**config.mk**
```make
export PLATFORM = sky130hd
export DESIGN_NAME = gate_selftest_ctrl
export DESIGN_NICKNAME = d
export VERILOG_FILES = /design/src/rtl/gate_test_pkg.sv /design/src/rtl/gate_expected.sv /design/src/rtl/gate_selftest_ctrl.sv
export SDC_FILE = /design/constraint.sdc
export NUM_CORES = 1
export LEC_CHECK = 0
export CAP_MARGIN = 10
export CORE_MARGIN = 4
export CORE_UTILIZATION = 35
export CTS_BUF_LIST = sky130_fd_sc_hd__clkbuf_16
export DETAILED_ROUTE_END_ITERATION = 7
export PLACE_DENSITY = 0.62
export SYNTH_ARGS = -nofsm -noshare
export SYNTH_HDL_FRONTEND = slang
export SYNTH_SLANG_ARGS = --single-unit
```
**constraint.sdc**
```tcl
create_clock -name clk -period 4 [get_ports clk]
set_input_delay 1.2 -clock clk [delete_from_list [all_inputs] [get_ports clk]]
set_output_delay 1.2 -clock clk [all_outputs]
set_load 0.005 [all_outputs]
```
**src/rtl/gate_test_pkg.sv**
```systemverilog
// Shared definitions for the gate-unit self-test controller: op encodings,
// FSM states and pass geometry.
package gate_test_pkg;

    typedef enum logic [2:0] {
        OP_OR_NAND   = 3'd0,
        OP_OR_NOR    = 3'd1,
        OP_AND_NAND  = 3'd2,
        OP_AND_NOR   = 3'd3,
        OP_XOR_NAND  = 3'd4,
        OP_XNOR_NOR  = 3'd5
    } op_e;

    typedef enum logic [1:0] {
        ST_IDLE,
        ST_APPLY,
        ST_SAMPLE,
        ST_DONE
    } state_e;

    localparam int         NUM_OPS  = 6;
    localparam int         NUM_VEC  = 4;
    localparam logic [3:0] ERR_MAX  = 4'd15;
    localparam logic [2:0] LAST_OP  = 3'(NUM_OPS - 1);
    localparam logic [1:0] LAST_VEC = 2'(NUM_VEC - 1);

endpackage

```
**src/rtl/gate_expected.sv**
```systemverilog
// Reference truth table for each gate unit: the logic function a correctly
// built NAND/NOR network must produce for the selected op.
module gate_expected
    import gate_test_pkg::*;
(
    input  logic [2:0] i_op,
    input  logic       i_x,
    input  logic       i_y,
    output logic       o_expected
);

    // NOTE: assign a default before the case so no path leaves the output unassigned (no latch).
    always_comb begin
        o_expected = 1'b0;
        case (op_e'(i_op))
            OP_OR_NAND, OP_OR_NOR:   o_expected = i_x | i_y;
            OP_AND_NAND, OP_AND_NOR: o_expected = i_x & i_y;
            OP_XOR_NAND:             o_expected = i_x ^ i_y;
            OP_XNOR_NOR:             o_expected = ~(i_x ^ i_y);
            default:                 o_expected = 1'b0;
        endcase
    end

endmodule

```
**src/rtl/gate_selftest_ctrl.sv**
```systemverilog
// Self-test sequencer: walks every op over all four operand vectors, compares
// the gate unit's answer with the reference and records mismatches.
module gate_selftest_ctrl
    import gate_test_pkg::*;
#(
    parameter int SETTLE_CYC = 1
) (
    input  logic       clk,
    input  logic       rst_n,
    input  logic       start,
    input  logic       abort,
    output logic [2:0] op_o,
    output logic       x_o,
    output logic       y_o,
    input  logic       dut_s_i,
    output logic       busy,
    output logic       done,
    output logic       pass,
    output logic [3:0] err_count,
    output logic [2:0] fail_op,
    output logic [1:0] fail_vec
);

    state_e     r_state;
    state_e     w_next_state;
    logic [2:0] r_settle;
    logic [2:0] r_op;
    logic [1:0] r_vec;
    logic [3:0] r_err;
    logic [2:0] r_fail_op;
    logic [1:0] r_fail_vec;
    logic       r_pass;

    logic       w_expected;
    logic       w_active;
    logic       w_accept;
    logic       w_settled;
    logic       w_commit;
    logic       w_mismatch;
    logic       w_last_vec;
    logic       w_last_op;
    logic [3:0] w_err_next;

    gate_expected u_expected (
        .i_op       (r_op),
        .i_x        (r_vec[1]),
        .i_y        (r_vec[0]),
        .o_expected (w_expected)
    );

    assign w_active   = (r_state == ST_APPLY) || (r_state == ST_SAMPLE);
    assign w_accept   = (r_state == ST_IDLE) && start && !abort;
    assign w_settled  = (r_settle == 3'(SETTLE_CYC - 1));
    assign w_commit   = (r_state == ST_SAMPLE) && !abort;
    assign w_mismatch = (dut_s_i != w_expected);
    assign w_last_vec = (r_vec == LAST_VEC);
    assign w_last_op  = (r_op == LAST_OP);
    assign w_err_next = (w_mismatch && (r_err != ERR_MAX)) ? r_err + 4'd1 : r_err;

    always_comb begin
        w_next_state = r_state;
        case (r_state)
            ST_IDLE:   if (w_accept) w_next_state = ST_APPLY;
            ST_APPLY: begin
                if (abort)          w_next_state = ST_IDLE;
                else if (w_settled) w_next_state = ST_SAMPLE;
            end
            ST_SAMPLE: begin
                if (abort)                        w_next_state = ST_IDLE;
                else if (w_last_vec && w_last_op) w_next_state = ST_DONE;
                else                              w_next_state = ST_APPLY;
            end
            ST_DONE:   w_next_state = ST_IDLE;
            default:   w_next_state = ST_IDLE;
        endcase
    end

    // NOTE: sequential state uses non-blocking assignments so every register samples pre-edge values.
    always_ff @(posedge clk or negedge rst_n) begin
        if (!rst_n) r_state <= ST_IDLE;
        else        r_state <= w_next_state;
    end

    always_ff @(posedge clk or negedge rst_n) begin
        if (!rst_n) begin
            r_settle   <= '0;
            r_op       <= '0;
            r_vec      <= '0;
            r_err      <= '0;
            r_fail_op  <= '0;
            r_fail_vec <= '0;
            r_pass     <= 1'b0;
        end else begin
            if (w_accept) begin
                r_settle   <= '0;
                r_op       <= '0;
                r_vec      <= '0;
                r_err      <= '0;
                r_fail_op  <= '0;
                r_fail_vec <= '0;
                r_pass     <= 1'b0;
            end

            if (r_state == ST_APPLY)
                r_settle <= (abort || w_settled) ? 3'd0 : r_settle + 3'd1;

            // An aborted sample leaves the result fields untouched.
            if (w_commit) begin
                r_err <= w_err_next;
                if (w_mismatch && (r_err == 4'd0)) begin
                    r_fail_op  <= r_op;
                    r_fail_vec <= r_vec;
                end
                if (!w_last_vec) begin
                    r_vec <= r_vec + 2'd1;
                end else begin
                    r_vec <= '0;
                    r_op  <= w_last_op ? 3'd0 : r_op + 3'd1;
                end
                if (w_last_vec && w_last_op)
                    r_pass <= (w_err_next == 4'd0);
            end
        end
    end

    assign op_o      = w_active ? r_op : 3'd0;
    assign x_o       = w_active & r_vec[1];
    assign y_o       = w_active & r_vec[0];
    assign busy      = w_active;
    assign done      = (r_state == ST_DONE);
    assign pass      = r_pass;
    assign err_count = r_err;
    assign fail_op   = r_fail_op;
    assign fail_vec  = r_fail_vec;

endmodule

```
# == Word-level counts from Yosys, hierarchy flattened ==
# Index checks and enable logic that the tools add are counted.
# W data, S select, Z words.
# op_classes
add_sub_neg,4
n_mul,0
n_div,0
order_cmp,0
n_eq_ne,13
shift,0
mux,30
bitwise_logic,6
reduce_logical,19
# op_table
cell,count
$mux W3,11
$mux W2,11
$mux W4,3
$logic_not A4 Y1,2
$pmux W2 S4,1
$add A3 B1 Y3 const B,2
$eq A2 B2 Y1 const B,3
$eq A3 B2 Y1 const B,2
$eq A3 B3 Y1 const B,2
$logic_and A1 B1 Y1,6
$logic_not A3 Y1,2
$add A4 B1 Y4 const B,1
$ne A4 B4 Y1 const B,1
$pmux W1 S4,1
$reduce_bool A2 Y1,2
$reduce_or A2 Y1,2
$and A1 B1 Y1,3
$eq A3 B1 Y1 const B,1
$mux W1,3
$ne A3 B3 Y1 const B,1
$add A2 B1 Y2 const B,1
$eq A2 B1 Y1 const B,1
$logic_not A2 Y1,1
$logic_or A1 B1 Y1,2
other kinds (7),7
# totals
ff_bits,20
latch_bits,0
ram_bits,0
mem_bits_ro,0
word_cells,80
n_memories,0

# == Depth between registers and ports, before layout ==
# logic_depth
depth_word,9
depth_mapped,9

# == Cells and area by module ==
# A second synthesis with hierarchy kept.
# unflattened
hier_cells,131
hier_area_um2,1255.0
# by_module_without_submodules
mod,instances,cells_each,area_per_inst_um2,seq_area_each_um2
gate_selftest_ctrl,1,122,1177.4,500.5
gate_expected,1,9,77.6,0.0

# == Worst setup path before layout ==
# No wires, ideal clock.
# synth_timing
kind,input to register
startpoint,input port dut_s_i
endpoint,"register r_err[3], in the netlist err_count[3]"
setup_ps,118
arrival_ps,2382
required_time_ps,3882
slack_ps,1500
stages,5
n_path_buf,0
path_cell_list,or3_1 > o211ai_2 > nor2_2 > mux2_4 > a21o_1
# synth_between
elab_chain_cells,4
# synth_lines
item,line,text
from (decl),gate_selftest_ctrl.sv:15,"input logic dut_s_i,"
$ne A1 B1 Y1,gate_selftest_ctrl.sv:55,assign w_mismatch = (dut_s_i != w_expected);
$logic_and A1 B1 Y1,gate_selftest_ctrl.sv:58,assign w_err_next = (w_mismatch && (r_err != ERR_MAX)) ? r_err + 4'd1 : r_err;
$mux W4,gate_selftest_ctrl.sv:58,
$mux W4,gate_selftest_ctrl.sv:108,if (w_commit) begin
to (signal assigned),gate_selftest_ctrl.sv:109,r_err <= w_err_next;
to (decl),gate_selftest_ctrl.sv:29,logic [3:0] r_err;
# No other way between the ends.
# A chain may end at the register's enable or synchronous reset.

# == Final worst setup path ==
# layout_timing
startpoint,register r_state[1]
endpoint,output port op_o[2]
# layout_between
elab_chain_cells,3
elab_cells_between_ends,4
# layout_lines
item,line,text
from (decl),gate_selftest_ctrl.sv:24,state_e r_state;
from (signal assigned),gate_selftest_ctrl.sv:81,else r_state <= w_next_state;
$eq A2 B1 Y1 / $eq A2 B2 Y1 (equally long branches),gate_selftest_ctrl.sv:51,assign w_active = (r_state == ST_APPLY) || (r_state == ST_SAMPLE);
$logic_or A1 B1 Y1 *,gate_selftest_ctrl.sv:51,
$mux W3 *,gate_selftest_ctrl.sv:126,assign op_o = w_active ? r_op : 3'd0;
to (decl),gate_selftest_ctrl.sv:12,"output logic [2:0] op_o,"
# Every way passes the cells marked *; elsewhere a longest branch is shown, timed or not.

==> out/results.ini <==
[logic_synthesis]
synthDominantCellAreaShare = 0.393
ys_warn_count = 0
synth_top_cell_by_area = dfrtp_1
synth-seq-area-share = 0.393
synth_fp_nets = 160
synth_edf_count = 0
syn_avg_cell_area_um2 = 8.92
netlist_instances = 143
ys_seq_elements = 20
async_flop_share = 1.00
synthFlopType = dfrtp_1
synth_area_leaders = dfrtp_1, ha_1, nand2_1, o21ai_0, inv_1
synth_cell_types = 36
netlist_area_um2 = 1270

[final_layout]
layout_common_cells = clkdlybuf4s50_1, nand2_1, dfrtp_1
fin_util = 0.473
final_common_cell = clkdlybuf4s50_1
final_nets = 184
insertedDiodeCount = 0
drive_above_1_share = 0.0904
areaGrowthSynthToFinish_pct = 26.8

[clock_network]
cts_max_level = 1
post-cts-setup-buffers = 0
cts_buffers = 3
cts_buffer_depth = 2
clk_pin_slew_worst_paths_ns = 0.06
cts_resized = 0
cts_root_buffer = clkbuf_16
clk_latency_ns = 0.25
cts_tree = built
numClockSinks = 20
cts_hold_buf = 0

[power_and_ir_drop]
comb_power_share = 0.398
p_sw_frac = 0.344
cellPowerDensity_nw_per_um2 = 480
p_leak_uw = 0.000706
p_int_uw = 510
seqPwrFrac = 0.338
p_total_uw = 777
power_frac_clock = 0.263
netSwitchingPower_uw = 267
vdd_ir_drop_max_uv = 219

[routing]
vias_per_cell = 4.90
drt-initial-drc-count = 38
ant_nets = 0
wl_um = 2700
firstDrtPassIters = 4
vias = 1038
wl_per_cell_um = 12.7
drc = 0

[worst_setup_path]
worstPathArrival_ns = 1.76
crit_type = reg -> out
crit_fanout = 6
crit_path_end_kind = output port
crit_path_start_kind = flip-flop
crit_required_ns = 2.80

[grt]
grt_max_degree = 21
grt_pass1_wl_um = 4750
grt_use_total = 0.135
globalRouteOverflowTotal = 0
antenna_found_initial = 0
first_global_vias = 1065

[sta]
setup-tns-final_ns = 0
fin_crit_sh = 0.741
hold_viol = 0
fin_worst_skew_ns = 0.00277
whs_ns = 0.526
worst_pin_slew_ns = 0.947
slew_headroom = 0.367
timing.fmax_mhz = 337
rsz0062_at_grt = no
slew_violations = 0
period_minus_slack_ns = 2.96
finalSetupViolCount = 0

[floorplan]
die_area_um2 = 4670
die-height_um = 68.4
die_w_um = 68.4
start_util = 0.373
rows = 21
design.core.area_um2 = 3420
ios = 22

[job]
drv_cap = 0

[place]
place.gp.congestion = 0.849
portBuffers = 21
hpwl_um = 2050

[hold_path]
hold_path_class = reg -> reg

[run_status]
status = finished, final reports clean

## power by group through the flow
stage          Combinational (uW)  Clock [uW]  Sequential [uW]
2_1_floorplan                 200           0              260
3_3_place_gp                  303           0              264
3_5_place_dp                  311           0              267
4_1_cts                       314         212              264
5_1_grt                       358         220              269
6_report                      309         204              263
## cells in the mapped netlist (2+ instances only)
cell and instances:
a21oi_1 6, and2_1 7, clkbuf_1 2, dfrtp_1 20, ha_1 12, inv_1 14
mux2_2 3, nand2_1 20, nand2b_1 4, nand3_1 3, nand3b_1 2, nor2_1 8
nor2b_1 4, nor3_1 4, o21ai_0 12, or3_1 2
## sequential cells by signal (all words and copies together) (netlist names)
name	count
err_count	4
fail_op	3
fail_vec	2
pass	1
r_op	3
r_settle	3
r_state	2
r_vec	2
## layer usage
metal | share of wire | track usage
met5 | 0 | 0
met4 | 0.011 | 0.0447
met3 | 0.040 | 0.0263
met2 | 0.47 | 0.236
met1 | 0.48 | 0.164
## worst paths after layout
path,from,to,slack [ns],depth (start not counted)
max,r_state[1],op_o[2],1.04,4
min,r_settle[2],r_settle[2],0.53,2
max reg2reg,r_op[2],pass,1.68,8
min reg2reg,r_settle[2],r_settle[2],0.53,2
max in group asynchronous,rst_n,r_op[2],1.94,1
min in group asynchronous,rst_n,r_settle[2],1.48,1
## metrics by stage
step           cells  instance area (um^2)  setup slack, ns
2_1_floorplan    143                  1270             1.50
3_3_place_gp     208                  1540             1.00
3_5_place_dp     208                  1540            0.976
4_1_cts          212                  1620             1.01
5_1_grt          212                  1620            0.949
6_report         212                  1620             1.04
## cell type report
class	instances	area [um^2]
Fill cell	351	1800
Multi-Input combinational cell	106	709
Tap cell	46	57.6
Sequential cell	20	500
Inverter	14	52.6
Clock buffer	3	75.1
Timing Repair Buffer	22	218
Clock inverter	1	3.75
## kinds of logic (layout without fill, tap and decap cells)
family / Yosys count / after routing / share of synthesized area
AO/OA/AOI/OAI: 28 / 28 / 0.145
XOR/XNOR: 1 / 1 / 0.00687
adder cells (fa/ha/maj): 12 / 12 / 0.118
buffers and inverters: 17 / 40 / 0.0510
flip-flops: 20 / 20 / 0.393
multiplexers: 4 / 4 / 0.0383
AND/OR/NAND/NOR: 61 / 61 / 0.248
## critical path, cell delays in order, from the launching register on
cell and delay, ns:
dfrtp_1 0.38, inv_1 0.09, ha_1 0.37, and2_1 0.15, clkdlybuf4s50_1 0.51
Note: power is estimated with default switching activity, not from simulation.
